[config.mk]
export PLATFORM = sky130hd
export DESIGN_NAME = clk_tick_gen
export DESIGN_NICKNAME = d
export VERILOG_FILES = /design/src/rtl/clk_tick_pkg.sv /design/src/rtl/tick_prescaler.sv /design/src/rtl/clk_tick_gen.sv
export SDC_FILE = /design/constraint.sdc
export NUM_CORES = 1
export LEC_CHECK = 0
export BUFFER_PORTS_ARGS = -buffer_cell sky130_fd_sc_hd__buf_2
export CORE_MARGIN = 2
export CORE_UTILIZATION = 25
export DETAILED_ROUTE_END_ITERATION = 8
export GPL_TIMING_DRIVEN = 1
export PLACE_DENSITY = 0.48
export SKIP_LAST_GASP = 1
export SLEW_MARGIN = 20
export SYNTH_ARGS = -nofsm -noshare
export SYNTH_HDL_FRONTEND = slang
export SYNTH_HIERARCHICAL = 1
export SYNTH_SLANG_ARGS = --single-unit
[constraint.sdc]
create_clock -name clk -period 7.99 [get_ports clk]
set_input_delay 0 -clock clk [delete_from_list [all_inputs] [get_ports clk]]
set_output_delay 0 -clock clk [all_outputs]
set_load 0.02 [all_outputs]
[src/rtl/clk_tick_pkg.sv]
// Shared types and constants for the clk_tick_gen divider/counter block.
package clk_tick_pkg;

  typedef enum logic [1:0] {
    IDLE = 2'd0,
    RUN  = 2'd1,
    DONE = 2'd2
  } state_t;

  // A divide ratio of zero is treated as divide-by-one.
  localparam int unsigned ZERO_DIV_SUB = 1;

endpackage

[src/rtl/tick_prescaler.sv]
// Free-running prescaler: counts enabled cycles and flags the terminal count div-1.
module tick_prescaler #(
  parameter int DIV_W = 8
) (
  input  logic             clk,
  input  logic             rst_n,
  input  logic             clear,
  input  logic             en,
  input  logic [DIV_W-1:0] div,
  output logic             term
);

  logic [DIV_W-1:0] cnt_r;

  assign term = en && (cnt_r == (div - DIV_W'(1)));

  // Prescaler counter: cleared on run start, wraps to zero at the terminal count.
  always_ff @(posedge clk or negedge rst_n) begin
    if (!rst_n) begin
      cnt_r <= '0;
    end else if (clear) begin
      cnt_r <= '0;
    end else if (term) begin
      cnt_r <= '0;
    end else if (en) begin
      cnt_r <= cnt_r + DIV_W'(1);
    end else begin
      cnt_r <= cnt_r;
    end
  end

endmodule

[src/rtl/clk_tick_gen.sv]
// Divides clk into a one-cycle tick strobe and counts ticks under a start/stop handshake.
module clk_tick_gen
  import clk_tick_pkg::*;
#(
  parameter int DIV_W     = 8,
  parameter int CNT_W     = 16,
  parameter bit AUTO_STOP = 1'b0
) (
  input  logic             clk,
  input  logic             rst_n,
  input  logic             start,
  input  logic             stop,
  input  logic [DIV_W-1:0] div_val,
  input  logic [CNT_W-1:0] limit,
  output logic             tick,
  output logic [CNT_W-1:0] tick_count,
  output logic             busy,
  output logic             done,
  output logic             wrapped
);

  state_t           state_r;
  logic [DIV_W-1:0] div_r;
  logic [CNT_W-1:0] limit_r;
  logic             accept_s;
  logic             run_s;
  logic             term_s;
  logic             auto_hit_s;
  logic [CNT_W-1:0] next_count_s;

  assign accept_s     = (state_r == IDLE) && start;
  assign run_s        = (state_r == RUN);
  assign next_count_s = tick_count + CNT_W'(1);
  // The compare uses the post-increment value, so a wrap to zero satisfies limit=0.
  assign auto_hit_s   = AUTO_STOP && term_s && (next_count_s == limit_r);

  tick_prescaler #(
    .DIV_W(DIV_W)
  ) u_prescaler (
    .clk  (clk),
    .rst_n(rst_n),
    .clear(accept_s),
    .en   (run_s),
    .div  (div_r),
    .term (term_s)
  );

  // Run-control FSM with all outputs registered alongside the state.
  always_ff @(posedge clk or negedge rst_n) begin
    if (!rst_n) begin
      state_r    <= IDLE;
      div_r      <= DIV_W'(ZERO_DIV_SUB);
      limit_r    <= '0;
      tick       <= 1'b0;
      tick_count <= '0;
      busy       <= 1'b0;
      done       <= 1'b0;
      wrapped    <= 1'b0;
    end else begin
      case (state_r)
        IDLE: begin
          tick <= 1'b0;
          done <= 1'b0;
          if (start) begin
            div_r      <= (div_val == '0) ? DIV_W'(ZERO_DIV_SUB) : div_val;
            limit_r    <= limit;
            tick_count <= '0;
            wrapped    <= 1'b0;
            busy       <= 1'b1;
            state_r    <= RUN;
          end else begin
            busy    <= 1'b0;
            state_r <= IDLE;
          end
        end
        RUN: begin
          tick <= term_s;
          busy <= 1'b1;
          if (term_s) begin
            tick_count <= next_count_s;
            if (&tick_count) begin
              wrapped <= 1'b1;
            end else begin
              wrapped <= wrapped;
            end
          end else begin
            tick_count <= tick_count;
          end
          // A terminal count coinciding with the stop is still issued and counted.
          if (stop || auto_hit_s) begin
            done    <= 1'b1;
            state_r <= DONE;
          end else begin
            done    <= 1'b0;
            state_r <= RUN;
          end
        end
        DONE: begin
          tick    <= 1'b0;
          done    <= 1'b0;
          busy    <= 1'b0;
          state_r <= IDLE;
        end
        default: begin
          tick    <= 1'b0;
          done    <= 1'b0;
          busy    <= 1'b0;
          state_r <= IDLE;
        end
      endcase
    end
  end

endmodule

# --- Word level (Yosys, flattened, before mapping) ---
# Index checks and enable logic that the tools add are counted.
op_classes:
  add_sub_neg: 3
  multipliers: 0
  n_div: 0
  n_lt_le_gt_ge: 0
  n_eq_ne: 5
  shifts: 0
  mux: 19
  n_bitwise: 0
  reduce_logical: 10
ops:
  columns: ["cell", "count"]
  rows:
  - ["two-way mux 16 bit", 2]
  - ["two-way mux 8 bit", 4]
  - ["case mux 16 bit (2 select lines)", 1]
  - ["adder 16 x 1 -> 16 bit, second input constant", 1]
  - ["AND reduction 16 bit", 1]
  - ["adder 8 x 1 -> 8 bit, second input constant", 1]
  - ["== test 8 bit", 1]
  - ["logical NOT 8 bit", 1]
  - ["two-way mux 1 bit", 8]
  - ["subtractor 8 x 1 -> 8 bit, second input constant", 1]
  - ["!= test 2 bit, second input constant", 3]
  - ["case mux 1 bit (2 select lines)", 2]
  - ["case mux 2 bit (2 select lines)", 1]
  - ["AND reduction 4 bit", 1]
  - ["AND reduction 3 bit", 1]
  - ["nonzero test 3 bit", 1]
  - ["== test 2 x 1 -> 1 bit, second input constant", 1]
  - ["logical AND 1 bit", 2]
  - ["logical NOT 2 bit", 1]
  - ["two-way mux 2 bit", 1]
  - ["AND reduction 2 bit", 1]
  - ["nonzero test 2 bit", 1]
word_totals:
  register_bits: 38
  latch_bits: 0
  mem_bits_rw: 0
  rom_bits: 0
  inputBits: 28
  wordCells: 45
  memories: 0

# --- Depth between registers and ports, before layout ---
# Gate-level depths: netlist of run 1.
logic_depth:
  ltp_word: 5
  depth_mapped: 12

# --- Hierarchy ---
# The synthesis of run 1 kept the hierarchy.
modules_own_cells:
  columns: ["mod", "instances", "cells_per_inst", "area_per_inst_um2", "seq_area_each_um2"]
  rows:
  - ["clk_tick_gen", 1, 137, 1333.8, 726.9]
  - ["tick_prescaler", 1, 98, 830.8, 200.2]

# --- Worst setup path before layout of run 1 ---
# OpenSTA, ideal clock, no wires.
synth_path:
  path_kind: "register to register"
  startpoint: "register div_r[0]"
  endpoint: "register tick_count[13]"
  arrival_time_ps: 3171
  slack_ps: 4739
  stages_incl_launch_ff: 12
  cell_sequence: "dfstp_2 inv_1 ha_1 buf_2 a32o_1 a2111oi_0 o211a_1 mux2i_1 or4_1 buf_2 or4_1 a21oi_1"
synth_via:
  elab_chain_cells: 5
synth_lines:
  columns: ["element", "line_no", "text"]
  rows:
  - ["from (decl)", "clk_tick_gen.sv:23", "logic [DIV_W-1:0] div_r;"]
  - ["from (signal assigned)", "clk_tick_gen.sv:52", "div_r <= DIV_W'(ZERO_DIV_SUB);"]
  - ["from (signal assigned)", "clk_tick_gen.sv:65", "div_r <= (div_val == '0) ? DIV_W'(ZERO_DIV_SUB) : div_val;"]
  - ["subtractor 8 x 1 -> 8 bit", "tick_prescaler.sv:15", "assign term = en && (cnt_r == (div - DIV_W'(1)));"]
  - ["== test 8 bit", "tick_prescaler.sv:15", null]
  - ["logical AND 1 bit", "tick_prescaler.sv:15", null]
  - ["net term_s", "clk_tick_gen.sv:27", "logic term_s;"]
  - ["!= test 2 bit (no source line)", null, null]
  - ["AND reduction 3 bit (no source line)", null, null]
  - ["to (signal assigned)", "clk_tick_gen.sv:80", "tick_count <= next_count_s;"]
  - ["to (signal assigned)", "clk_tick_gen.sv:87", "tick_count <= tick_count;"]
  - ["to (decl)", "clk_tick_gen.sv:16", "output logic [CNT_W-1:0] tick_count,"]
# The timed path passes the listed nets, and every way through them passes these cells.
# A chain may end at the register's enable or synchronous reset.

# --- Worst setup path after layout of run 1 ---
layout_path:
  startpoint: "register state_r[0]"
  endpoint: "register tick_count[13]"
layout_via:
  elab_chain_cells: 4
  word_cells_on_any_way: 8
layout_lines:
  columns: ["element", "line_no", "text"]
  rows:
  - ["from (decl)", "clk_tick_gen.sv:22", "state_t state_r;"]
  - ["from (signal assigned)", "clk_tick_gen.sv:51", "state_r <= IDLE;"]
  - ["from (signal assigned)", "clk_tick_gen.sv:70", "state_r <= RUN;"]
  - ["from (signal assigned)", "clk_tick_gen.sv:73", "state_r <= IDLE;"]
  - ["== test 2 x 1 -> 1 bit", "clk_tick_gen.sv:32", "assign run_s = (state_r == RUN);"]
  - ["net run_s", "clk_tick_gen.sv:26", "logic run_s;"]
  - ["logical AND 1 bit", "tick_prescaler.sv:15", null]
  - ["net term_s", "clk_tick_gen.sv:27", null]
  - ["!= test 2 bit (no source line)", null, null]
  - ["AND reduction 3 bit (no source line)", null, null]
# The timed path passes the listed nets, and every way through them passes these cells.

==> results of run 1 <==
## registers in the layout (all words and copies together) (netlist names)
name / cells
done: 1
tick_count: 16
div_r: 8
state_r: 1
busy: 1
tick: 1
u_prescaler/cnt_r: 8
wrapped: 1
## final cells by class
class                           count  area [um^2]
Fill cell                         850         5720
Multi-Input combinational cell    178         1150
Sequential cell                    37          927
Timing Repair Buffer               41          255
Tap cell                          105          131
Clock buffer                        6         72.6
Inverter                            9         33.8
Clock inverter                      2         10.0
## kinds of logic after synthesis
kind of cell	share of synthesized area, %
simple gates	28.6
compound gates	15.6
flops	42.8
buf+inv	4.22
xor+xnor	6.07
fa+ha+maj	1.73
mux	0.925
## cells in the mapped netlist, drive strengths merged (6+ instances only)
cell type / number
a21oi: 9
buf: 6
dfrtp: 36
inv: 9
nand2: 41
nand3: 8
nor2: 13
o21ai: 9
xnor2: 9
xor2: 6
## critical path: stages, from the launching register on
cell       delay [ns]
dfrtp_1          0.46
nor2b_1          0.70
nand3_1          0.23
a2111oi_0        0.41
o211a_1          0.32
mux2i_1          0.21
or4_1            0.71
or4_1            0.52
a21oi_1          0.15
## worst min path at each step
| stage | to | slack [ns] | from |
|---|---|---|---|
| after CTS | busy | 0.01 | start |
| after global routing | busy | 0.05 | start |
| after detailed placement | tick_count[9] | 0.16 | rst_n |
| after global placement | tick_count[9] | 0.16 | rst_n |
| final | busy | 0.02 | start |
| after floorplan | busy | -0.30 | rst_n |
## metrics by stage
step	util [%]	setup slack (ns)	hold slack, ns	cells	area, um^2
after floorplan	-	4.74	-0.296	235	2160
after global placement	28.8	4.16	0.164	360	2390
after detailed placement	28.8	4.16	0.165	360	2390
after CTS	31.0	4.16	0.0121	378	2580
after global routing	31.0	3.85	0.0516	378	2580
final	31.0	4.20	0.0212	378	2580
## metal layers
metal	part of all wire (%)	wire length, um	track usage (%)	vias to the layer above
li1	-	-	-	916
met1	47	2390	14.2	877
met2	48	2440	18.5	32
met3	3.3	169	2.37	6
met4	1.0	52	2.93	0
met5	0	0	0	-
## what timing repair did
action / CTS / global route
setup endpoints to repair: 0 / 0
endpoints found under the hold margin: 46 / 0
hold buffers: 10 / 0
## power groups by stage
stage | Sequential (W) | Clock [W] | Combinational [W]
floorplan | 0.000285 | 0 | 0.000263
global placement | 0.000312 | 0 | 0.000292
detailed placement | 0.000312 | 0 | 0.000297
CTS | 0.000308 | 0.000136 | 0.000302
global route | 0.000319 | 0.000142 | 0.000338
finish | 0.000307 | 0.000131 | 0.000298
==> run metrics, run 1 <==
pin count of the biggest net entering global routing=38; drc violations=0; worst-path maximum fanout=14; Post-CTS Setup Repair Bufs=0; switching portion of total power=a little over two fifths; via/cell ratio=between 4 and 5; synthesized cell area=2160 um^2; CTS clk-pin slew, worst paths=~0.08 ns; P per Cell Area=286 nW/um^2; PostCTS Resize Cnt=0; post-synth top area share=a little over two fifths; Nets=~300; I/O Pins=48; total power draw=0.000736 W; routed wire length=approximately 5000 um; Final Hold Vio Count=0; worst reg2reg startpoint=state_r[0]; Flop pwr share=around two fifths; Net Sw Power=0.000307 W; max-slew violations=0; top post-synthesis cells by area=dfrtp_1 (42%), nand2_1 (7.1%), xnor2_1 (3.6%); Synth warnings=6; syn_nets=266; RR Endpoint=tick_count[13]; Arr. time, crit path=around 4 ns; clock share of power=roughly 18%; CTS tree=built; mean post-synth cell area=about 9.2 um^2; Seq/Total Area, Yosys=42.8%; Cells on Worst Hold Path=3; CTS buffer count=5; die area=roughly 9400 um^2; Setup-failing EPs final=0; Total GRT Usage=a little over a tenth; Peak VDD IR=approximately 0.000083 V; first-pass GRT wire length=roughly 8600 um; synth unique cells=just under 60; #FFs+latches synth=37; Clock Skew=0.00498 ns; H-tree Lvls=2; Area growth syn-to-layout=19.0%; minimum clock period=3.79 ns; register-to-register path setup slack=~4.2 ns; most common cell after layout, fill and taps aside=nand2_1; die span in x=97.1 um; Startpoint Class=register; Port Buf Inserts=31; Crit. Startpoint=state_r[0]; Setup TNS Final=0 ns; # diodes=0; min-delay worst type=in -> reg; Post-synth EDFFs=0; post-DR wirelength/cell=~13 um; critical path class=reg -> reg; fraction of layout cells with a size suffix above 1=between 15 and 20%; Final GP Congestion=0.711; Root Buffer=clkbuf_8; initial antenna violation count=0; largest area contributor in the netlist=dfrtp_1; # clock sinks=37; # rows=33; CP endpoint=tick_count[13]; critical path endpoint category=register; Fmax achieved=~260 MHz; Worst slew margin=between 30% and 40%; most frequent cells in the layout=nand2_1 (41), dfrtp_1 (36), buf_2 (31), nor2_1 (13), dlygate4sd3_1 (10); antenna-violating nets left=0; largest buffer count on any clock path=2; Leak=roughly 1.2 nW; First-pass DRT Iterations=4; Internal=0.000429 W; vias in the first global route=between 1500 and 2000; Comb power frac=between 40% and 50%; vias after detailed routing=approximately 1800; max cap viols=0; grt total ovfl=0; 1st-iter DRT viols=~110; top_reg_cell synth=dfrtp_1; initial core utilization=26.1%; period utilisation layout=47.5%; outcome=complete, no violations; Core Area=around 8300 um^2; Clock Latency Late Sink=0.29 ns; RSZ-0062 raised after global routing=false; Worst Path Required=between 8 and 9 ns; Syn Inst Count=about 240; actual slew at the worst max-slew pin=approximately 1.0 ns; HPWL after detailed placement=3440 um; FF-to-FF path depth=8; Post-synth ARST share=100%; Die Ht=between 90 and 100 um
No activity file was read; power rests on OpenSTA's default activity.
==> run 2, diff against run 1 <==
==> constraint.sdc (replaced) <==
create_clock -name clk -period 3.6 [get_ports clk]
set_input_delay 0 -clock clk [delete_from_list [all_inputs] [get_ports clk]]
set_output_delay 0 -clock clk [all_outputs]
set_load 0.02 [all_outputs]
==> run metrics, run 2 (same netlist as run 1, synthesis figures left out) <==
Port Buf Inserts=31 (unchanged); period utilisation layout=92.5% (was 47.5%); Clock Latency Late Sink=0.29 ns (about the same); WL met3=196 um (was 169 um); Startpoint Class=register (unchanged); Net Sw Power=0.000684 W (was 0.000307 W); Post-CTS Setup Repair Bufs=0 (unchanged); CTS buffer count=5 (unchanged); critical path class=reg -> reg (unchanged); grt total ovfl=0 (unchanged); First-pass DRT Iterations=4 (unchanged); most common cell after layout, fill and taps aside=nand2_1 (unchanged); Peak VDD IR=0.000186 V (was 0.0000835 V); Setup TNS Final=0 ns (unchanged); Fillers=878 (was 850); vias after detailed routing=1872 (was 1831); Area growth syn-to-layout=21.8% (was 19.0%); Worst Hold Slack=0.0110 ns (was 0.0212 ns); max-slew violations=0 (unchanged); Worst Path Required=3.81 ns (was 8.20 ns); H-tree Lvls=2 (unchanged); max reg flops=16 (unchanged); metal2 WL=2440 um (about the same); most frequent cells in the layout=nand2_1 (41), dfrtp_1 (36), buf_2 (31), nor2_1 (13) (was nand2_1 (41), dfrtp_1 (36), buf_2 (31), nor2_1 (13), dlygate4sd3_1 (10)); 1st-iter DRT viols=60 (was 107); # rows=33 (unchanged); minimum clock period=3.33 ns (was 3.79 ns); Nets=309 (was 303); actual slew at the worst max-slew pin=0.862 ns (was 1.03 ns); CTS tree=built (unchanged); Core Area=8300 um^2 (unchanged); Final Hold Vio Count=0 (unchanged); area occupied by multi-input gates=1150 um^2 (unchanged); drc violations=0 (unchanged); Biggest register=tick_count (unchanged); first-pass GRT wire length=8810 um (was 8630 um); die area=9420 um^2 (unchanged); Final Non-Filler Cells=384 (was 378); vias in the first global route=1869 (was 1842); Sequential cell area=927 um^2 (unchanged); placed cells=367 (was 360); # clock sinks=37 (unchanged); # diodes=0 (unchanged); initial core utilization=26.1% (unchanged); P per Cell Area=645 nW/um^2 (was 286 nW/um^2); critical path endpoint category=register (unchanged); clock share of power=19.1% (was 17.8%); Total GRT Usage=11.2% (was 10.9%); pin count of the biggest net entering global routing=38 (unchanged); die span in x=97.1 um (unchanged); via/cell ratio=4.88 (was 4.84); fraction of layout cells with a size suffix above 1=20.4% (was 17.9%); Flop pwr share=39.6% (was 41.7%); min-delay worst type=in -> reg (unchanged); Setup-failing EPs final=0 (unchanged); Final GP Congestion=0.738 (was 0.711); Root Buffer=clkbuf_8 (unchanged); FF-to-FF path depth=10 (was 8); Routed met1 length=2420 um (was 2390 um); Cells on Worst Hold Path=3 (unchanged); Clock Skew=0.00419 ns (was 0.00498 ns); Internal=0.00102 W (was 0.000429 W); I/O Pins=48 (unchanged); Comb power frac=41.2% (was 40.5%); Arr. time, crit path=3.54 ns (was 4.00 ns); max cap viols=0 (unchanged); biggest regs=tick_count (16), div_r (8), u_prescaler/cnt_r (8) (unchanged); Finished Cell Area=2640 um^2 (was 2580 um^2); outcome=complete, no violations (unchanged); Fmax achieved=300 MHz (was 264 MHz); DR top layer=met4 (unchanged); Die Ht=97.1 um (unchanged); routed wire length=5110 um (was 5050 um); HPWL after detailed placement=3590 um (was 3440 um); CTS clk-pin slew, worst paths=0.08 ns (about the same); Leak=1.21 nW (was 1.17 nW); register-to-register path setup slack=0.27 ns (was 4.20 ns); Worst slew margin=42.6% (was 31.4%); worst-path maximum fanout=9 (was 14); initial antenna violation count=0 (unchanged); Placed Area=2450 um^2 (was 2390 um^2); total power draw=0.00170 W (was 0.000736 W); RSZ-0062 raised after global routing=false (unchanged); antenna-violating nets left=0 (unchanged); switching portion of total power=40.2% (was 41.7%); largest buffer count on any clock path=2 (unchanged); post-DR wirelength/cell=13.3 um (was 13.4 um)
==> run 2: cell types whose count changed in the layout (fill, tap and decap cells not counted) <==
cell / change
clkbuf_1: -1
dlygate4sd3_1: -1
buf_4: +7
clkinv_2: -1
clkbuf_8: +2
==> run 2: worst paths after layout <==
path	start	endpoint
hold reg to reg	wrapped	wrapped
max in group asynchronous	rst_n	tick_count[1]
setup reg to reg	div_r[0]	tick_count[15]
setup / recovery	div_r[0]	tick_count[15]
min in group asynchronous	rst_n	tick_count[8]
hold / removal	start	busy
==> run 2: power groups by stage <==
stage               logic [W]  registers [W]  clock network [W]
floorplan            0.000583       0.000632                  0
global placement     0.000687       0.000683                  0
detailed placement   0.000695       0.000685                  0
CTS                  0.000704       0.000676           0.000339
global route         0.000798       0.000699           0.000354
finish               0.000701       0.000674           0.000325
==> run 2: metal layers <==
layer | vias to the layer above | track usage [%]
li1 | 926 | -
met1 | 905 | 14.7
met2 | 36 | 18.5
met3 | 5 | 2.52
met4 | 0 | 3.25
met5 | - | 0
==> run 2: layout make-up <==
class | count | area share, %
multi-input combinational | 178 | 43.5
timing repair buffer | 47 | 11.3
inverter | 9 | 1.28
sequential | 37 | 35.2
tap | 105 | 4.98
clock inverter | 1 | 0.190
clock buffer | 7 | 3.65
==> run 2: metrics by stage <==
stage | setup WS [ns] | util, %
6_report | 0.269 | 31.8
3_5_place_dp | 0.277 | 29.5
3_3_place_gp | 0.341 | 29.5
2_1_floorplan | 0.349 | -
5_1_grt | 0.0724 | 31.8
4_1_cts | 0.251 | 31.8
==> run 2: worst max-delay path, stage by stage (launching register included) <==
cell       delay, ns
dfstp_2         0.53
inv_1           0.04
ha_1            0.29
xor2_1          0.13
nand3_1         0.14
a2111oi_0       0.40
o211a_1         0.26
mux2i_1         0.10
or4_1           0.70
or4_1           0.52
a21oi_1         0.16
==> run 2: what timing repair did <==
| action | 4_1_cts | 5_1_grt |
|---|---|---|
| hold buffers | 9 | 0 |
| hold endpoints to repair | 45 | 0 |
| gates resized for setup | 0 | 0 |
==> run 3, diff against run 2 <==
--- a/config.mk
+++ b/config.mk
@@ -6,11 +6,11 @@
 export NUM_CORES = 1
 export LEC_CHECK = 0
 export BUFFER_PORTS_ARGS = -buffer_cell sky130_fd_sc_hd__buf_2
-export CORE_MARGIN = 2
 export CORE_UTILIZATION = 25
 export DETAILED_ROUTE_END_ITERATION = 8
 export GPL_TIMING_DRIVEN = 1
 export PLACE_DENSITY = 0.48
+export SETUP_SLACK_MARGIN = 0.5
 export SKIP_LAST_GASP = 1
 export SLEW_MARGIN = 20
 export SYNTH_ARGS = -nofsm -noshare
==> run metrics, run 3 (same netlist as run 1, synthesis figures left out) <==
outcome=complete, no violations (unchanged); minimum clock period=3.03 ns (was 3.33 ns); Hold EP=busy (unchanged); Startpoint Class=register (unchanged); vias in the first global route=1804 (was 1869); first-pass GRT wire length=8830 um (was 8810 um); # rows=33 (unchanged); H-tree Lvls=2 (unchanged); Biggest register=tick_count (unchanged); Cells on Worst Hold Path=3 (unchanged); largest buffer count on any clock path=2 (unchanged); Hold Path Origin=start (unchanged); die area=9030 um^2 (was 9420 um^2); drc violations=0 (unchanged); Clock Latency Late Sink=0.29 ns (about the same); HPWL after detailed placement=3510 um (was 3590 um); grt total ovfl=0 (unchanged); die span in x=95.1 um (was 97.1 um); crit-path max cell delay=0.61 ns (was 0.70 ns); Core Area=8300 um^2 (unchanged); Peak VDD IR=0.000222 V (was 0.000186 V); via/cell ratio=4.87 (was 4.88); Worst Path Required=3.82 ns (was 3.81 ns); max cap viols=0 (unchanged); worst reg2reg startpoint=div_r[0] (unchanged); I/O Pins=48 (unchanged); First-pass DRT Iterations=4 (unchanged); Setup TNS Final=0 ns (unchanged); Fmax achieved=330 MHz (was 300 MHz); P per Cell Area=648 nW/um^2 (was 645 nW/um^2); critical path class=reg -> reg (unchanged); most common cell after layout, fill and taps aside=nand2_1 (unchanged); Nets=309 (unchanged); Worst Hold Slack=0.0477 ns (was 0.0110 ns); most frequent cells in the layout=nand2_1 (41), dfrtp_1 (36), buf_2 (31), nor2_1 (13) (unchanged); CP cell instances=inv_1 > ha_4 > xor2_1 > nand3_2 > a2111oi_4 > o211a_1 > mux2i_2 > or4_4 > or4_4 > a21oi_2 (was inv_1 > ha_1 > xor2_1 > nand3_1 > a2111oi_0 > o211a_1 > mux2i_1 > or4_1 > or4_1 > a21oi_1); worst-path maximum fanout=8 (was 9); fraction of layout cells with a size suffix above 1=24.0% (was 20.4%); Root Buffer=clkbuf_8 (unchanged); # diodes=0 (unchanged); critical path endpoint category=register (unchanged); Clock Skew=0.00398 ns (was 0.00419 ns); Slowest cell on crit path=or4_4 (was or4_1); CTS tree=built (unchanged); CTS clk-pin slew, worst paths=0.08 ns (about the same); min-delay worst type=in -> reg (unchanged); RR Endpoint=tick_count[13] (was tick_count[15]); 1st-iter DRT viols=74 (was 60); Die Ht=95.1 um (was 97.1 um); RSZ-0062 raised after global routing=true (was false); CTS buffer count=5 (unchanged); Leak=1.21 nW (about the same); max reg flops=16 (unchanged); Setup-failing EPs final=0 (unchanged); Port Buf Inserts=31 (unchanged); antenna-violating nets left=0 (unchanged); vias after detailed routing=1871 (was 1872); post-DR wirelength/cell=13.6 um (was 13.3 um); max-slew violations=0 (unchanged); biggest regs=tick_count (16), div_r (8), u_prescaler/cnt_r (8) (unchanged); Final Hold Vio Count=0 (unchanged); period utilisation layout=84.2% (was 92.5%); pin count of the biggest net entering global routing=38 (unchanged); initial core utilization=26.1% (unchanged); # clock sinks=37 (unchanged); routed wire length=5220 um (was 5110 um); Crit. Startpoint=div_r[0] (unchanged); Worst slew margin=42.7% (was 42.6%); register-to-register path setup slack=0.57 ns (was 0.27 ns); actual slew at the worst max-slew pin=0.859 ns (was 0.862 ns); Arr. time, crit path=3.25 ns (was 3.54 ns); Total GRT Usage=12.6% (was 11.2%); Area growth syn-to-layout=23.9% (was 21.8%); Final GP Congestion=0.745 (was 0.738); initial antenna violation count=0 (unchanged); FF-to-FF path depth=10 (unchanged); Crit path top cell by count=or4_4 (was or4_1)
==> run 3: power breakdown <==
group,total (W),switching [W],internal [W]
clock,0.000285,0.000150,0.000134
sequential,0.000675,0.000160,0.000515
combinational,0.000777,0.000421,0.000356
==> run 3: area by class of cell <==
class,instances,area [um^2]
Fill cell,858,5620
Clock inverter,2,10.0
Timing Repair Buffer,47,298
Sequential cell,37,927
Clock buffer,6,72.6
Inverter,9,33.8
Tap cell,105,131
Multi-Input combinational cell,178,1210
==> run 3: worst max-delay path by stage <==
| stage | to | cells past startpoint |
|---|---|---|
| after floorplan | tick_count[13] | 11 |
| after global placement | tick_count[13] | 9 |
| after detailed placement | tick_count[15] | 9 |
| after CTS | tick_count[15] | 9 |
| after global routing | tick_count[13] | 10 |
| final | tick_count[13] | 10 |
==> run 3: per-stage QoR <==
stage                     std cells  cell area (um^2)  setup slack, ns  util, %  total power [W]
after floorplan                 235              2180            0.513        -          0.00124
after global placement          364              2430            0.368     29.3          0.00138
after detailed placement        364              2430            0.299     29.3          0.00140
after CTS                       382              2620            0.566     31.6          0.00170
after global routing            384              2680            0.448     32.3          0.00189
final                           384              2680            0.570     32.3          0.00174
==> run 3: metal layers <==
metal | share of wire [%] | track usage, %
met1 | 47 | 16.1
met2 | 49 | 21.5
met3 | 2.7 | 2.23
met4 | 1.2 | 3.54
met5 | 0 | 0
==> run 3: worst max-delay path, delay by kind of cell, from the launching register on <==
kind                     cells  cell delay, ns
AND/OR/NAND/NOR              3            1.26
AO/OA/AOI/OAI                3            0.59
flip-flops                   1            0.54
adder cells (fa/ha/maj)      1            0.26
XOR/XNOR                     1            0.17
multiplexers                 1            0.10
buffers and inverters        1            0.06
==> run 3: what timing repair did <==
action,4_1_cts,5_1_grt
hold buffers,9,0
hold endpoints to repair,45,0
pin swaps,2,5
endpoints found under the setup margin,6,7
setup buffers,1,2
gates resized for setup,2,9
